`src/rtl/ht_pkg.sv`:
```
// Shared types for the Hough-transform list sequencer.
// Op and FSM state encodings plus default bus widths.
package ht_pkg;

  localparam int DEF_RHO_W  = 10;
  localparam int DEF_ADDR_W = 12;
  localparam int DEF_NODE_W = 32;

  typedef enum logic [1:0] {
    OP_APPEND,
    OP_SEARCH,
    OP_SHOW
  } op_e;

  typedef enum logic [1:0] {
    S_IDLE,
    S_ISSUE,
    S_WAIT
  } state_e;

endpackage

```
`src/rtl/ht_list_sequencer_if.sv`:
```
// Command/response bus between the sequencer and the HTLinkList.
// The sequencer is the only master of the command pins.
interface ht_list_sequencer_if #(
  parameter int RHO_W  = ht_pkg::DEF_RHO_W,
  parameter int ADDR_W = ht_pkg::DEF_ADDR_W,
  parameter int NODE_W = ht_pkg::DEF_NODE_W
);
  logic              list_append;
  logic              list_search;
  logic              list_show;
  logic [RHO_W-1:0]  list_rho;
  logic [ADDR_W-1:0] list_addr;
  logic              list_done;
  logic              list_found;
  logic [NODE_W-1:0] list_node;

  modport master (
    output list_append, list_search, list_show,
    output list_rho, list_addr,
    input  list_done, list_found, list_node
  );

  modport slave (
    input  list_append, list_search, list_show,
    input  list_rho, list_addr,
    output list_done, list_found, list_node
  );
endinterface

```
`src/rtl/rr_arbiter.sv`:
```
// Round-robin arbiter: one-hot grant, search starts after last winner.
// Pointer moves only when the caller confirms the grant with advance.
module rr_arbiter #(
  parameter int N_REQ = 4
) (
  input  logic             clk,
  input  logic             rst,
  input  logic [N_REQ-1:0] req,
  input  logic             advance,
  output logic [N_REQ-1:0] grant
);
  localparam int PW = (N_REQ > 1) ? $clog2(N_REQ) : 1;

  logic [PW-1:0] ptr;
  logic [PW-1:0] ptr_n;
  logic [PW-1:0] idx;
  logic          hit;

  always_comb begin
    grant = '0;
    ptr_n = ptr;
    idx   = '0;
    hit   = 1'b0;
    for (int k = 0; k < N_REQ; k++) begin
      idx = PW'((int'(ptr) + k) % N_REQ);
      if (!hit && req[idx]) begin
        hit        = 1'b1;
        grant[idx] = 1'b1;
        ptr_n      = PW'((int'(idx) + 1) % N_REQ);
      end
    end
  end

  always_ff @(posedge clk) begin
    if (rst) ptr <= '0;
    else if (advance) ptr <= ptr_n;
  end
endmodule

```
`src/rtl/ht_list_sequencer.sv`:
```
// HTLinkList sequencer: arbitrates votes, host searches and dump sweeps
// into single list commands with a done watchdog.
module ht_list_sequencer
  import ht_pkg::*;
#(
  parameter int N_REQ   = 4,
  parameter int RHO_W   = DEF_RHO_W,
  parameter int ADDR_W  = DEF_ADDR_W,
  parameter int NODE_W  = DEF_NODE_W,
  parameter int TIMEOUT = 64
) (
  input  logic                   clk,
  input  logic                   rst,
  input  logic [N_REQ-1:0]       vote_valid,
  input  logic [N_REQ*RHO_W-1:0] vote_rho,
  output logic [N_REQ-1:0]       vote_ready,
  input  logic                   srch_valid,
  input  logic [RHO_W-1:0]       srch_rho,
  output logic                   srch_ready,
  input  logic                   dump_start,
  input  logic [ADDR_W-1:0]      dump_cnt,
  ht_list_sequencer_if.master    lst,
  output logic                   srch_rsp_valid,
  output logic                   srch_rsp_found,
  output logic                   dump_valid,
  output logic [ADDR_W-1:0]      dump_addr,
  output logic [NODE_W-1:0]      dump_node,
  output logic                   busy,
  output logic                   timeout_err
);
  localparam int WD_W = $clog2(TIMEOUT + 1);

  state_e            state, state_n;
  op_e               op_q;
  logic [RHO_W-1:0]  rho_q;
  logic [ADDR_W-1:0] addr_q;
  logic [ADDR_W-1:0] cnt_q;
  logic [ADDR_W-1:0] pend_cnt;
  logic              pend;
  logic [WD_W-1:0]   wd;

  logic [N_REQ-1:0]  grant;
  logic [RHO_W-1:0]  win_rho;
  logic [ADDR_W:0]   addr_nx;
  logic idle_ok, dump_go, dump_skip, srch_go, vote_go;
  logic done_ok, tmo, more;

  rr_arbiter #(.N_REQ(N_REQ)) u_arb (
    .clk     (clk),
    .rst     (rst),
    .req     (vote_valid),
    .advance (vote_go),
    .grant   (grant)
  );

  always_comb begin
    win_rho = '0;
    for (int i = 0; i < N_REQ; i++)
      if (grant[i]) win_rho |= vote_rho[i*RHO_W +: RHO_W];
  end

  // Grants are masked during rst so nothing claims to be consumed.
  always_comb begin
    idle_ok    = (state == S_IDLE) && !rst;
    dump_go    = idle_ok && pend && (pend_cnt != '0);
    dump_skip  = idle_ok && pend && (pend_cnt == '0);
    srch_go    = idle_ok && !pend && srch_valid;
    vote_go    = idle_ok && !pend && !srch_valid
               && (vote_valid != '0);
    vote_ready = vote_go ? grant : '0;
    srch_ready = srch_go;
    done_ok    = (state == S_WAIT) && lst.list_done;
    tmo        = (state == S_WAIT) && !lst.list_done
               && (wd == WD_W'(TIMEOUT - 1));
    addr_nx    = {1'b0, addr_q} + (ADDR_W+1)'(1);
    more       = (op_q == OP_SHOW) && (addr_nx < {1'b0, cnt_q});
    state_n    = state;
    unique case (state)
      S_IDLE:  if (dump_go || srch_go || vote_go) state_n = S_ISSUE;
      S_ISSUE: state_n = S_WAIT;
      S_WAIT: begin
        if (done_ok) state_n = more ? S_ISSUE : S_IDLE;
        else if (tmo) state_n = S_IDLE;
      end
      default: state_n = S_IDLE;
    endcase
  end

  always_ff @(posedge clk) begin
    if (rst) state <= S_IDLE;
    else state <= state_n;
  end

  always_ff @(posedge clk) begin
    if (rst) begin
      op_q           <= OP_APPEND;
      rho_q          <= '0;
      addr_q         <= '0;
      cnt_q          <= '0;
      pend           <= 1'b0;
      pend_cnt       <= '0;
      wd             <= '0;
      srch_rsp_valid <= 1'b0;
      srch_rsp_found <= 1'b0;
      dump_valid     <= 1'b0;
      dump_addr      <= '0;
      dump_node      <= '0;
      timeout_err    <= 1'b0;
    end else begin
      srch_rsp_valid <= 1'b0;
      dump_valid     <= 1'b0;
      wd <= (state == S_WAIT) ? wd + WD_W'(1) : '0;
      if (dump_go || dump_skip) begin
        pend <= 1'b0;
      end else if (dump_start && !pend) begin
        pend     <= 1'b1;
        pend_cnt <= dump_cnt;
      end
      unique case (1'b1)
        dump_go: begin
          op_q   <= OP_SHOW;
          rho_q  <= '0;
          addr_q <= '0;
          cnt_q  <= pend_cnt;
        end
        srch_go: begin
          op_q   <= OP_SEARCH;
          rho_q  <= srch_rho;
          addr_q <= '0;
        end
        vote_go: begin
          op_q   <= OP_APPEND;
          rho_q  <= win_rho;
          addr_q <= '0;
        end
        default: ;
      endcase
      if (done_ok) begin
        if (op_q == OP_SEARCH) begin
          srch_rsp_valid <= 1'b1;
          srch_rsp_found <= lst.list_found;
        end
        if (op_q == OP_SHOW) begin
          dump_valid <= 1'b1;
          dump_addr  <= addr_q;
          dump_node  <= lst.list_node;
          if (more) addr_q <= addr_nx[ADDR_W-1:0];
        end
      end else if (tmo) begin
        timeout_err <= 1'b1;
        if (op_q == OP_SEARCH) begin
          srch_rsp_valid <= 1'b1;
          srch_rsp_found <= 1'b0;
        end
      end
    end
  end

  assign lst.list_append = (state == S_ISSUE) && (op_q == OP_APPEND);
  assign lst.list_search = (state == S_ISSUE) && (op_q == OP_SEARCH);
  assign lst.list_show   = (state == S_ISSUE) && (op_q == OP_SHOW);
  assign lst.list_rho    = rho_q;
  assign lst.list_addr   = addr_q;
  assign busy            = (state != S_IDLE) || pend;
endmodule

```
`src/flat_wrapper.sv`:
```
// flat-port wrapper written by rule: the top's interface ports become plain ports
module ht_list_sequencer_flat import ht_pkg::*;
#(
  parameter int N_REQ   = 4,
  parameter int RHO_W   = DEF_RHO_W,
  parameter int ADDR_W  = DEF_ADDR_W,
  parameter int NODE_W  = DEF_NODE_W,
  parameter int TIMEOUT = 64
)
  (clk, rst, vote_valid, vote_rho, vote_ready, srch_valid, srch_rho, srch_ready, dump_start, dump_cnt, srch_rsp_valid, srch_rsp_found, dump_valid, dump_addr, dump_node, busy, timeout_err, lst_list_append, lst_list_search, lst_list_show, lst_list_rho, lst_list_addr, lst_list_done, lst_list_found, lst_list_node);
  ht_list_sequencer_if #(.RHO_W(RHO_W), .ADDR_W(ADDR_W), .NODE_W(NODE_W)) lst_i ();
  input  logic clk;
  input  logic rst;
  input  logic [N_REQ-1:0] vote_valid;
  input  logic [N_REQ*RHO_W-1:0] vote_rho;
  output logic [N_REQ-1:0] vote_ready;
  input  logic srch_valid;
  input  logic [RHO_W-1:0] srch_rho;
  output logic srch_ready;
  input  logic dump_start;
  input  logic [ADDR_W-1:0] dump_cnt;
  output logic srch_rsp_valid;
  output logic srch_rsp_found;
  output logic dump_valid;
  output logic [ADDR_W-1:0] dump_addr;
  output logic [NODE_W-1:0] dump_node;
  output logic busy;
  output logic timeout_err;
  output wire logic [$bits(lst_i.list_append)-1:0] lst_list_append;
  output wire logic [$bits(lst_i.list_search)-1:0] lst_list_search;
  output wire logic [$bits(lst_i.list_show)-1:0] lst_list_show;
  output wire logic [$bits(lst_i.list_rho)-1:0] lst_list_rho;
  output wire logic [$bits(lst_i.list_addr)-1:0] lst_list_addr;
  input wire logic [$bits(lst_i.list_done)-1:0] lst_list_done;
  input wire logic [$bits(lst_i.list_found)-1:0] lst_list_found;
  input wire logic [$bits(lst_i.list_node)-1:0] lst_list_node;
  assign lst_list_append = lst_i.list_append;
  assign lst_list_search = lst_i.list_search;
  assign lst_list_show = lst_i.list_show;
  assign lst_list_rho = lst_i.list_rho;
  assign lst_list_addr = lst_i.list_addr;
  assign lst_i.list_done = lst_list_done;
  assign lst_i.list_found = lst_list_found;
  assign lst_i.list_node = lst_list_node;
  ht_list_sequencer #(.N_REQ(N_REQ), .RHO_W(RHO_W), .ADDR_W(ADDR_W), .NODE_W(NODE_W), .TIMEOUT(TIMEOUT)) u_core (.clk(clk), .rst(rst), .vote_valid(vote_valid), .vote_rho(vote_rho), .vote_ready(vote_ready), .srch_valid(srch_valid), .srch_rho(srch_rho), .srch_ready(srch_ready), .dump_start(dump_start), .dump_cnt(dump_cnt), .lst(lst_i), .srch_rsp_valid(srch_rsp_valid), .srch_rsp_found(srch_rsp_found), .dump_valid(dump_valid), .dump_addr(dump_addr), .dump_node(dump_node), .busy(busy), .timeout_err(timeout_err));
endmodule
```
`config.mk`:
```
export PLATFORM = sky130hd
export DESIGN_NAME = ht_list_sequencer_flat
export DESIGN_NICKNAME = d
export VERILOG_FILES = /design/src/rtl/ht_pkg.sv /design/src/rtl/ht_list_sequencer_if.sv /design/src/rtl/rr_arbiter.sv /design/src/rtl/ht_list_sequencer.sv /design/src/flat_wrapper.sv
export SDC_FILE = /design/constraint.sdc
export NUM_CORES = 1
export LEC_CHECK = 0
export BUFFER_PORTS_ARGS = -buffer_cell sky130_fd_sc_hd__buf_2
export CAP_MARGIN = 40
export CORE_ASPECT_RATIO = 1.25
export CORE_UTILIZATION = 40
export CTS_BUF_LIST = sky130_fd_sc_hd__clkbuf_4
export CTS_CLUSTER_DIAMETER = 100
export DETAILED_ROUTE_END_ITERATION = 10
export PLACE_DENSITY = 0.68
export SLEW_MARGIN = 30
export SYNTH_ARGS = -nofsm -noshare
export SYNTH_HDL_FRONTEND = slang
export SYNTH_SLANG_ARGS = --single-unit
```
`constraint.sdc`:
```
create_clock -name clk -period 3.5 [get_ports clk]
set_input_delay 0.525 -clock clk [delete_from_list [all_inputs] [get_ports clk]]
set_output_delay 0.525 -clock clk [all_outputs]
set_load 0.005 [all_outputs]
```
==> results of run 1 <==
## power by group through the flow
stage	logic [mW]	clock network, mW	registers [mW]
after global placement	0.611	0	1.34
after CTS	0.617	0.630	1.31
after global routing	0.685	0.668	1.32
after floorplan	0.419	0	1.32
final	0.617	0.601	1.31
after detailed placement	0.614	0	1.34
## per-stage QoR
step | cell area, um^2 | worst slack, ps | cells
after floorplan | 5468 | 678.9 | 669
after global placement | 6496 | 493.1 | 993
after detailed placement | 6496 | 424.7 | 993
after CTS | 6619 | 123.8 | 1009
after global routing | 6630 | 41.34 | 1011
final | 6630 | 273.2 | 1011
## logic make-up (layout without fill, tap and decap cells)
| kind of cell | Yosys count | count (layout) | share of synthesized area |
|---|---|---|---|
| flops | 108 | 108 | 0.3954 |
| xor+xnor | 16 | 16 | 0.02563 |
| simple gates | 264 | 264 | 0.2137 |
| other cells | 0 | 1 | 0 |
| fa+ha+maj | 19 | 19 | 0.04348 |
| compound gates | 182 | 182 | 0.2261 |
| buf+inv | 64 | 234 | 0.05583 |
| mux | 16 | 16 | 0.03982 |
## state kept, by name (all words and copies together) (netlist names), 2 cells and up
register / flops
u_core.lst.list_addr: 12
u_core.lst.list_rho: 10
u_core.op_q: 2
u_core.dump_node: 32
u_core.state: 2
u_core.u_arb.ptr: 2
u_core.dump_addr: 12
u_core.cnt_q: 12
u_core.pend_cnt: 12
u_core.wd: 7
## metal layers
layer	share of wire	vias to the layer above	track usage
li1	-	2720	-
met1	0.45	2477	0.2767
met2	0.46	202	0.3441
met3	0.064	27	0.03645
met4	0.026	0	0.08600
met5	0	-	0
## timing repair
action | 4_1_cts | 5_1_grt
setup endpoints to repair | 0 | 4
gates resized for setup | 0 | 1
hold buffers | 0 | 0
## final cells by class
type / instances / area, um^2
diodes: 1 / 2.502
clock buffers: 9 / 67.56
clock inverters: 7 / 55.05
fillers: 1385 / 6660
inverters: 18 / 67.56
multi-input cells: 497 / 3012
flip-flops and latches: 108 / 2163
well taps: 171 / 214.0
repair buffers: 200 / 1049
## cells in the mapped netlist (all sizes together) (5+ instances only)
master,count
a221oi,21
mux2i,12
and3,6
nand2b,6
a211oi,13
nor4,5
dfxtp,108
a21oi,75
xor2,7
ha,19
buf,20
inv,18
a22oi,23
nor2,42
nand3,13
a21o,6
nor2b,11
nand2,159
a222oi,10
o21ai,11
nor3,7
xnor2,9
clkbuf,25
a221o,5
## critical path, stage by stage (launching register included)
cell and delay (ps):
dfxtp_1 480, inv_1 140, ha_1 370, mux4_2 460, nor2b_4 210, a22oi_1 90, o21ai_1 190, a21oi_1 60
nor2_1 120, buf_2 120
## worst max-delay path by stage
stage                                               end  slack, ps                                from
detailed placement   u_core.lst.list_addr[3]$_SDFF_PP0_        420  u_core.lst.list_addr[0]$_SDFF_PP0_
finish                                    vote_ready[2]        270    u_core.u_arb.ptr[1]$_SDFFE_PP0P_
global route                              vote_ready[1]         40    u_core.u_arb.ptr[1]$_SDFFE_PP0P_
CTS                                       vote_ready[1]        120    u_core.u_arb.ptr[0]$_SDFFE_PP0P_
global placement     u_core.lst.list_addr[3]$_SDFF_PP0_        490  u_core.lst.list_addr[0]$_SDFF_PP0_
floorplan           u_core.lst.list_addr[10]$_SDFF_PP0_        680  u_core.lst.list_addr[4]$_SDFF_PP0_
==> key figures, run 1 <==
Yosys
  • Synthesized area: 5468 um^2
  • Post-Syn Instances: 669
  • Synth Net Count: 792
  • EDFF count, synth: 0
  • Async SR Flop Fraction: 0
  • Avg Inst Size Synth: 8.173 um^2
  • Register bit total from synthesis: 108
  • Post-synth cell types: 56
  • Top cells by area, synth: dfxtp_1, nand2_1, a21oi_1, ha_1, a221oi_1
  • Synth warn: 0
  • Cell taking the most area after synthesis: dfxtp_1
  • Predominant post-synthesis flop cell: dfxtp_1
  • Post-synth top area share: 0.3954
  • Register area share after synthesis: 0.3954

STA
  • Tmin final: 3227 ps
  • Setup tns final: 0 ps
  • Final Skew: 18.21 ps
  • Unrepaired setup endpoints after global routing: no
  • Worst hold slack: 279.6 ps
  • Relative slew slack: 0.5415
  • Worst slew pin tran: 685.2 ps
  • Max-slew violation count: 0
  • Max Freq: 0.3099 GHz
  • Final hold violation count: 0
  • Period utilisation layout: 0.9220
  • Final setup fails: 0

Setup path
  • CP Capture Type: output port
  • Crit Reg-Reg Startpoint: u_core.lst.list_addr[0]$_SDFF_PP0_
  • WS Path Type: register to output port
  • Reg2Reg Setup Slack: 350 ps
  • Critical R2R Capture: u_core.lst.list_addr[3]$_SDFF_PP0_
  • Worst path arrival time: 2700 ps
  • CP required: 2970 ps
  • Worst Reg2Reg Path Length in Cells: 11
  • Startpoint types: register
  • Peak fanout along the critical path: 9

Global route
  • Number of global-route vias before repair: 4965
  • Initial antenna violation count: 1
  • GRT overflow: 0
  • First-pass GRT wire length: 24.43 mm
  • Pin count of the biggest net entering global routing: 64
  • Total track usage: 0.2118

Power and ir drop
  • Total power: 2.529 mW
  • Power Internal: 1.683 mW
  • P_sw: 846.2 uW
  • P per Cell Area: 381.5 nW/um^2
  • Logic pwr share: 0.244
  • Max VDD drop: 0.2016 mV
  • Leakage power: 2.860 nW
  • Clock share of power: 0.238
  • Sw Ratio: 0.3345
  • Sequential Power Share: 0.518

Detailed routing
  • WL per Instance: 14.97 um
  • Routed Antenna Nets: 0
  • Number of detailed-route iterations in the first pass: 6
  • DRT iter0 DRCs: 437
  • Vias per inst: 5.367
  • DR vias: 5426
  • Final wirelength: 15.13 mm
  • DR DRC count: 0

Clock network
  • Setup repair bufs after CTS: 0
  • Num CTS Buffers: 9
  • Worst-Skew Late Latency: 460 ps
  • Clk slew on worst S/H paths: 180 ps
  • H-tree levels: 3
  • Clock root buffer: clkbuf_4
  • Clock Tree Buf Depth: 2
  • Sink Count: 108
  • TritonCTS clock tree: built

Layout
  • Final net count: 957
  • Layout cells sized above 1: 0.2718
  • Final Core Density: 0.4989
  • Commonest non-fill, non-tap cell in the layout: buf_2
  • Commonest cells after routing, fill and taps aside: buf_2, nand2_1, dfxtp_1
  • Area growth syn-to-layout: 21.26%

Floorplanning
  • IO Count: 183
  • Core box area: 13290 um^2
  • DIE AREA: 14140 um^2
  • Initial Utilization: 0.4114
  • Die W: 106.6 um
  • Site Rows: 47
  • Die height: 132.7 um

Min path
  • Hold Startpoint: lst_list_node[25]
  • Hold Path Depth: 3
  • Hold WC Path Type: input pin to register
  • Hold Path End: u_core.dump_node[25]$_SDFFE_PP0P_

Outcome
  • Status: finished clean

Run
  • Max-cap check violation count: 0

Place
  • GP Congestion: 0.8920
  • I/O Buffers: 182
  • Detailed placer's ending HPWL: 11.23 mm
No activity file was read; power rests on OpenSTA's default activity.
==> run 2, diff against run 1 <==
--- a/config.mk
+++ b/config.mk
@@ -12,8 +12,9 @@
 export CTS_BUF_LIST = sky130_fd_sc_hd__clkbuf_4
 export CTS_CLUSTER_DIAMETER = 100
 export DETAILED_ROUTE_END_ITERATION = 10
-export PLACE_DENSITY = 0.68
+export PLACE_DENSITY = 0.69
 export SLEW_MARGIN = 30
 export SYNTH_ARGS = -nofsm -noshare
 export SYNTH_HDL_FRONTEND = slang
+export SYNTH_HIERARCHICAL = 1
 export SYNTH_SLANG_ARGS = --single-unit
==> run 2 against run 1 <==
First-iteration DRC count is 54% lower. Power decreased by 2.9%. Critical path depth down 1. Maximum frequency shrank 2.7%. Register-to-register slack worse by 170 ps. Sequential cell count is the same. Combinational power down 4.4%. Critical path type unchanged. Critical endpoint is now vote_ready[1].
==> key figures, run 2 <==
Floorplanning
  • DIE AREA: 13230 um^2
  • Die W: 103.1 um
  • Initial Utilization: 0.4163
  • IO Count: 183
  • Site Rows: 45
  • Die height: 128.4 um
  • Core box area: 12270 um^2

STA
  • Final hold violation count: 0
  • Tmin final: 3318 ps
  • Final setup fails: 0
  • Max Freq: 0.3014 GHz
  • Max-slew violation count: 0
  • Setup tns final: 0 ps
  • Period utilisation layout: 0.9479
  • Final Skew: 11.86 ps
  • Worst slew pin tran: 772.0 ps
  • Relative slew slack: 0.4843
  • Unrepaired setup endpoints after global routing: no
  • Final WS setup: 182.2 ps

Setup path
  • Slowest cell on crit path: dfxtp_4
  • Critical Path Max Stage Delay: 450 ps
  • CP Capture Type: output port
  • WS Path Type: register to output port
  • CP required: 2970 ps
  • Buf+Inv Stages, Crit Path: 2
  • Crit-path leading delay family: simple AND/OR/NAND/NOR gates
  • Worst path arrival time: 2790 ps
  • Startpoint types: register
  • Crit path cell chain: inv_1, ha_4, or3b_1, a2111o_1, nand2_1, a221o_1, and3_1, buf_2
  • Peak fanout along the critical path: 9

Layout
  • Layout cells sized above 1: 0.2906
  • Area growth syn-to-layout: 24.56%
  • Final net count: 943
  • Max reg flops: 32
  • Commonest non-fill, non-tap cell in the layout: buf_2
  • Commonest cells after routing, fill and taps aside: buf_2, nand2_1, dfxtp_1
  • Biggest register: u_core/dump_node
  • Fillers: 1234

Yosys
  • Post-synth cell types: 50
  • Post-Syn Instances: 649
  • Register bit total from synthesis: 108
  • Synth Net Count: 771
  • Avg Inst Size Synth: 7.873 um^2
  • Synth top cells by count: nand2_1, dfxtp_1, a21oi_1, nor2_1, clkbuf_1
  • Cell taking the most area after synthesis: dfxtp_1
  • Predominant post-synthesis flop cell: dfxtp_1
  • EDFF count, synth: 0
  • Synth warn: 6
  • Async SR Flop Fraction: 0
  • Post-synth top area share: 0.4231
  • Top cells by area, synth: dfxtp_1, nand2_1, a21oi_1, ha_1, nor2_1
  • Cell with the most instances after synthesis: nand2_1
  • Register area share after synthesis: 0.4231
  • Synthesized area: 5110 um^2

Min path
  • Hold WC Path Type: input pin to register

Detailed routing
  • Routed Antenna Nets: 0
  • Vias per inst: 5.118
  • WL per Instance: 13.71 um
  • DR DRC count: 0
  • Final wirelength: 13.58 mm
  • DR vias: 5072
  • Number of detailed-route iterations in the first pass: 4
  • DRT iter0 DRCs: 200

Clock network
  • Worst-Skew Late Latency: 450 ps
  • H-tree levels: 3
  • Num CTS Buffers: 9
  • TritonCTS clock tree: built
  • Sink Count: 108
  • Clock Tree Buf Depth: 2
  • Clk slew on worst S/H paths: 160 ps
  • Clock root buffer: clkbuf_4

Place
  • GP Congestion: 0.8695
  • I/O Buffers: 182
  • Post-place setup slack: 186.5 ps
  • Detailed placer's ending HPWL: 9.864 mm

Global route
  • GRT overflow: 0
  • First-pass GRT wire length: 21.37 mm
  • Total track usage: 0.2052
  • Initial antenna violation count: 1
  • Pin count of the biggest net entering global routing: 51
  • Number of global-route vias before repair: 4520

Outcome
  • Status: finished clean

Power and ir drop
  • P per Cell Area: 386.0 nW/um^2
  • Max VDD drop: 0.1986 mV
  • Leakage power: 2.868 nW

Run
  • Max-cap check violation count: 0
## run 2: cell types whose count changed in the layout (fill, tap and decap cells not counted), moves of 11 or more
cell	delta
o21ai_0	+11
nor2_1	+15
a22o_1	+11
nand2_1	-18
a211oi_1	-12
a22oi_1	-13
## run 2: report_power, final
group          switching (mW)  internal, mW
logic                   0.307         0.282
registers              0.0344          1.27
clock network           0.415         0.151
## run 2: what timing repair did
item	4_1_cts	5_1_grt
resized for setup	6	5
endpoints found under the setup margin	4	8
pin swaps	0	1
hold buffers	0	0
buffers inserted	1	5
gates cloned	0	1
## run 2: path summary, 6_finish.rpt
path	start	endpoint	slack, ps	depth (start not counted)
hold reg to reg	u_core/wd[0]$_SDFF_PP0_	u_core/wd[0]$_SDFF_PP0_	460	1
hold / removal	dump_cnt[9]	u_core/pend_cnt[9]$_SDFFE_PP0P_	280	3
setup reg to reg	u_core/lst.list_addr[2]$_SDFF_PP0_	u_core/lst.list_addr[7]$_SDFF_PP0_	180	12
setup / recovery	u_core/u_arb/ptr[0]$_SDFFE_PP0P_	vote_ready[1]	180	8
## run 2: cell families (layout without fill, tap and decap cells)
kind of cell	count (synthesis)	in the layout	share of synthesized area
and+or+nand+nor	284	284	0.2490
AOI/OAI and AO/OA	158	158	0.1964
DFF	108	108	0.4231
buffers and inverters	66	242	0.05264
adders and majority gates	18	18	0.04408
xor gates and xnor gates	9	9	0.01543
muxes	6	7	0.01934
other	0	1	0
## run 2: routing by layer
metal,routed length (um),GRT usage,vias to the layer above
li1,-,-,2589
met1,5755,0.2488,2245
met2,6503,0.3490,221
met3,1099,0.05649,17
met4,224,0.06545,0
met5,0,0,-
## run 2: metrics by stage
stage          std cells  cell area [um^2]  power [mW]  hold WS [ps]  utilization
2_1_floorplan        649              5110       1.669         417.6            -
3_3_place_gp         967              6155       1.849         430.1       0.5014
3_5_place_dp         967              6155       1.847         438.0       0.5014
4_1_cts              984              6287       2.428         256.1       0.5122
5_1_grt              991              6365       2.616         222.2       0.5186
6_report             991              6365       2.457         282.2       0.5186
## run 2: final cells by class
type,count,area [um^2],share of cell area
clock buffer,9,67.56,0.01062
clock inverter,7,48.80,0.007667
tap,164,205.2,0.03224
multi-input combinational,476,2718,0.4270
sequential,108,2170,0.3409
antenna,1,2.502,0.0003932
inverter,24,90.09,0.01415
timing repair buffer,202,1064,0.1671
## run 2: worst register-to-register path: stages, from the launching register on
cell      delay [ps]
dfxtp_1          490
and3_1           260
nand4_1          240
nor2_1           170
nor2_1            50
or2_2            300
ha_1             290
inv_1             60
o211ai_1          90
a2111o_1         430
a21o_4           230
and2_1           240
a221o_1          360
==> run 3, diff against run 2 <==
--- a/config.mk
+++ b/config.mk
@@ -7,12 +7,14 @@
 export LEC_CHECK = 0
 export BUFFER_PORTS_ARGS = -buffer_cell sky130_fd_sc_hd__buf_2
 export CAP_MARGIN = 40
+export CELL_PAD_IN_SITES_DETAIL_PLACEMENT = 1
+export CELL_PAD_IN_SITES_GLOBAL_PLACEMENT = 1
 export CORE_ASPECT_RATIO = 1.25
-export CORE_UTILIZATION = 40
+export CORE_UTILIZATION = 37
 export CTS_BUF_LIST = sky130_fd_sc_hd__clkbuf_4
 export CTS_CLUSTER_DIAMETER = 100
 export DETAILED_ROUTE_END_ITERATION = 10
-export PLACE_DENSITY = 0.69
+export PLACE_DENSITY = 0.85
 export SLEW_MARGIN = 30
 export SYNTH_ARGS = -nofsm -noshare
 export SYNTH_HDL_FRONTEND = slang
==> run 3 against run 2 <==
Clock skew grew 3.0 ps. Register-to-register slack is essentially flat. Design area grew 1.0%. Worst hold slack lost 2.1 ps. Combinational power is essentially flat. Critical path depth grew 1. Sequential cell count is the same. Cell count grew 0.50%. Via count grew 4.3%. Clock power grew 26%. Die area grew 8.0%. Critical path type unchanged.
==> key figures, run 3 (same netlist as run 2, synthesis figures left out) <==
Outcome
  • Status: finished clean

Setup path
  • Worst path arrival time: 2870 ps
  • CP required: 2970 ps
  • Critical Path Max Stage Delay: 580 ps
  • CP Capture Type: output port
  • Crit path cell chain: inv_1, ha_2, mux4_2, buf_4, nand2_1, a21oi_1, a221o_2, and3_1, buf_2
  • WS Path Type: register to output port
  • Peak fanout along the critical path: 7
  • Reg2Reg Setup Slack: 180 ps
  • Crit-path leading delay family: multiplexers
  • Startpoint types: register
  • Slowest cell on crit path: mux4_2
  • Buf+Inv Stages, Crit Path: 3

STA
  • Final WS setup: 107.1 ps
  • Worst slew pin tran: 763.0 ps
  • Final Skew: 14.89 ps
  • Max-slew violation count: 0
  • Worst hold slack: 280.1 ps
  • Max Freq: 0.2947 GHz
  • Tmin final: 3393 ps
  • Final hold violation count: 0
  • Relative slew slack: 0.4903
  • Final setup fails: 0
  • Period utilisation layout: 0.9694

Layout
  • Commonest cells after routing, fill and taps aside: buf_2, nand2_1, dfxtp_1
  • Area growth syn-to-layout: 25.86%
  • Commonest non-fill, non-tap cell in the layout: buf_2
  • Fillers: 1702
  • Max reg flops: 32
  • Layout cells sized above 1: 0.2925
  • Final net count: 942
  • Finished Cell Area: 6431 um^2
  • Biggest register: u_core/dump_node

Floorplanning
  • Die height: 133.4 um
  • IO Count: 183
  • Site Rows: 47
  • Die W: 107.1 um
  • Initial Utilization: 0.3828
  • DIE AREA: 14290 um^2
  • Core box area: 13350 um^2

Clock network
  • TritonCTS clock tree: built
  • Clk slew on worst S/H paths: 160 ps
  • Sink Count: 108
  • Clock Tree Buf Depth: 2
  • Worst-Skew Late Latency: 460 ps
  • Hold buffers post-CTS: 0
  • Num CTS Buffers: 9
  • Clock root buffer: clkbuf_4
  • H-tree levels: 3

Place
  • I/O Buffers: 182
  • Detailed placer's ending HPWL: 11.92 mm
  • GP Congestion: 0.8547
  • Placed Area: 6141 um^2
  • Post-place setup slack: 141.9 ps

Power and ir drop
  • Max VDD drop: 0.1969 mV
  • P per Cell Area: 403.9 nW/um^2
  • Total power: 2.598 mW
  • Leakage power: 2.896 nW

Detailed routing
  • DR vias: 5291
  • DRT iter0 DRCs: 227
  • WL per Instance: 15.93 um
  • DR DRC count: 0
  • Routed Antenna Nets: 0
  • Number of detailed-route iterations in the first pass: 4
  • Vias per inst: 5.312
  • Final wirelength: 15.86 mm

Global route
  • Total track usage: 0.2193
  • Initial antenna violation count: 1
  • GRT overflow: 0
  • Pin count of the biggest net entering global routing: 78
  • First-pass GRT wire length: 24.92 mm
  • Number of global-route vias before repair: 5318

Run
  • Max-cap check violation count: 0

Min path
  • Hold WC Path Type: input pin to register
==> run 3: changes by cell type in the layout (fill, tap and decap cells not counted), moves of 2 or more <==
| cell | previous run | this run |
|---|---|---|
| inv_6 | 3 | 0 |
| bufinv_16 | 0 | 2 |
| clkinv_4 | 1 | 3 |
| clkinv_2 | 2 | 0 |
| buf_4 | 21 | 19 |
==> run 3: path summary, 6_finish.rpt <==
path                                      start                                 end  cells after the start
max            u_core/u_arb/ptr[1]$_SDFFE_PP0P_                       vote_ready[2]                      9
max reg2reg  u_core/lst.list_addr[1]$_SDFF_PP0_  u_core/lst.list_addr[7]$_SDFF_PP0_                     13
min reg2reg             u_core/wd[0]$_SDFF_PP0_             u_core/wd[0]$_SDFF_PP0_                      1
min                            lst_list_node[3]    u_core/dump_node[3]$_SDFFE_PP0P_                      3
==> run 3: cell type report <==
type | instances | area, um^2 | area share
Tap cell | 171 | 214.0 | 0.03327
Clock buffer | 9 | 67.56 | 0.01051
Sequential cell | 108 | 2167 | 0.3370
Clock inverter | 6 | 97.59 | 0.01518
Inverter | 24 | 90.09 | 0.01401
Timing Repair Buffer | 201 | 1076 | 0.1673
Antenna cell | 1 | 2.502 | 0.0003891
Multi-Input combinational cell | 476 | 2716 | 0.4224
==> run 3: layer usage <==
layer / vias up / global-route usage / wire [um]
met2: 180 / 0.4097 / 8235
met5: - / 0 / 0
met1: 2513 / 0.2457 / 6434
li1: 2583 / - / -
met4: 0 / 0.07686 / 212
met3: 15 / 0.03865 / 982
==> run 3: timing repair <==
action | CTS | global route
resized for setup | 5 | 6
cloned | 0 | 1
endpoints found under the setup margin | 4 | 6
buffers inserted | 3 | 4
pin swaps | 0 | 1
==> run 3: metrics by stage <==
step	setup TNS (ps)	util	std cells
floorplan	0	-	649
global placement	0	0.4595	970
detailed placement	0	0.4600	971
CTS	0	0.4746	989
global route	-28.54	0.4818	996
finish	0	0.4818	996
==> run 3: power breakdown <==
part	switching (mW)	total, mW	internal, mW
clock	0.418	0.713	0.295
sequential	0.0293	1.29	1.26
combinational	0.313	0.590	0.277
==> run 3: tightest hold or removal path: cells and delay by family <==
family / cells / cell delay [ps]
buffers and inverters: 1 / 100
AOI/OAI and AO/OA: 1 / 50
and+or+nand+nor: 1 / 40
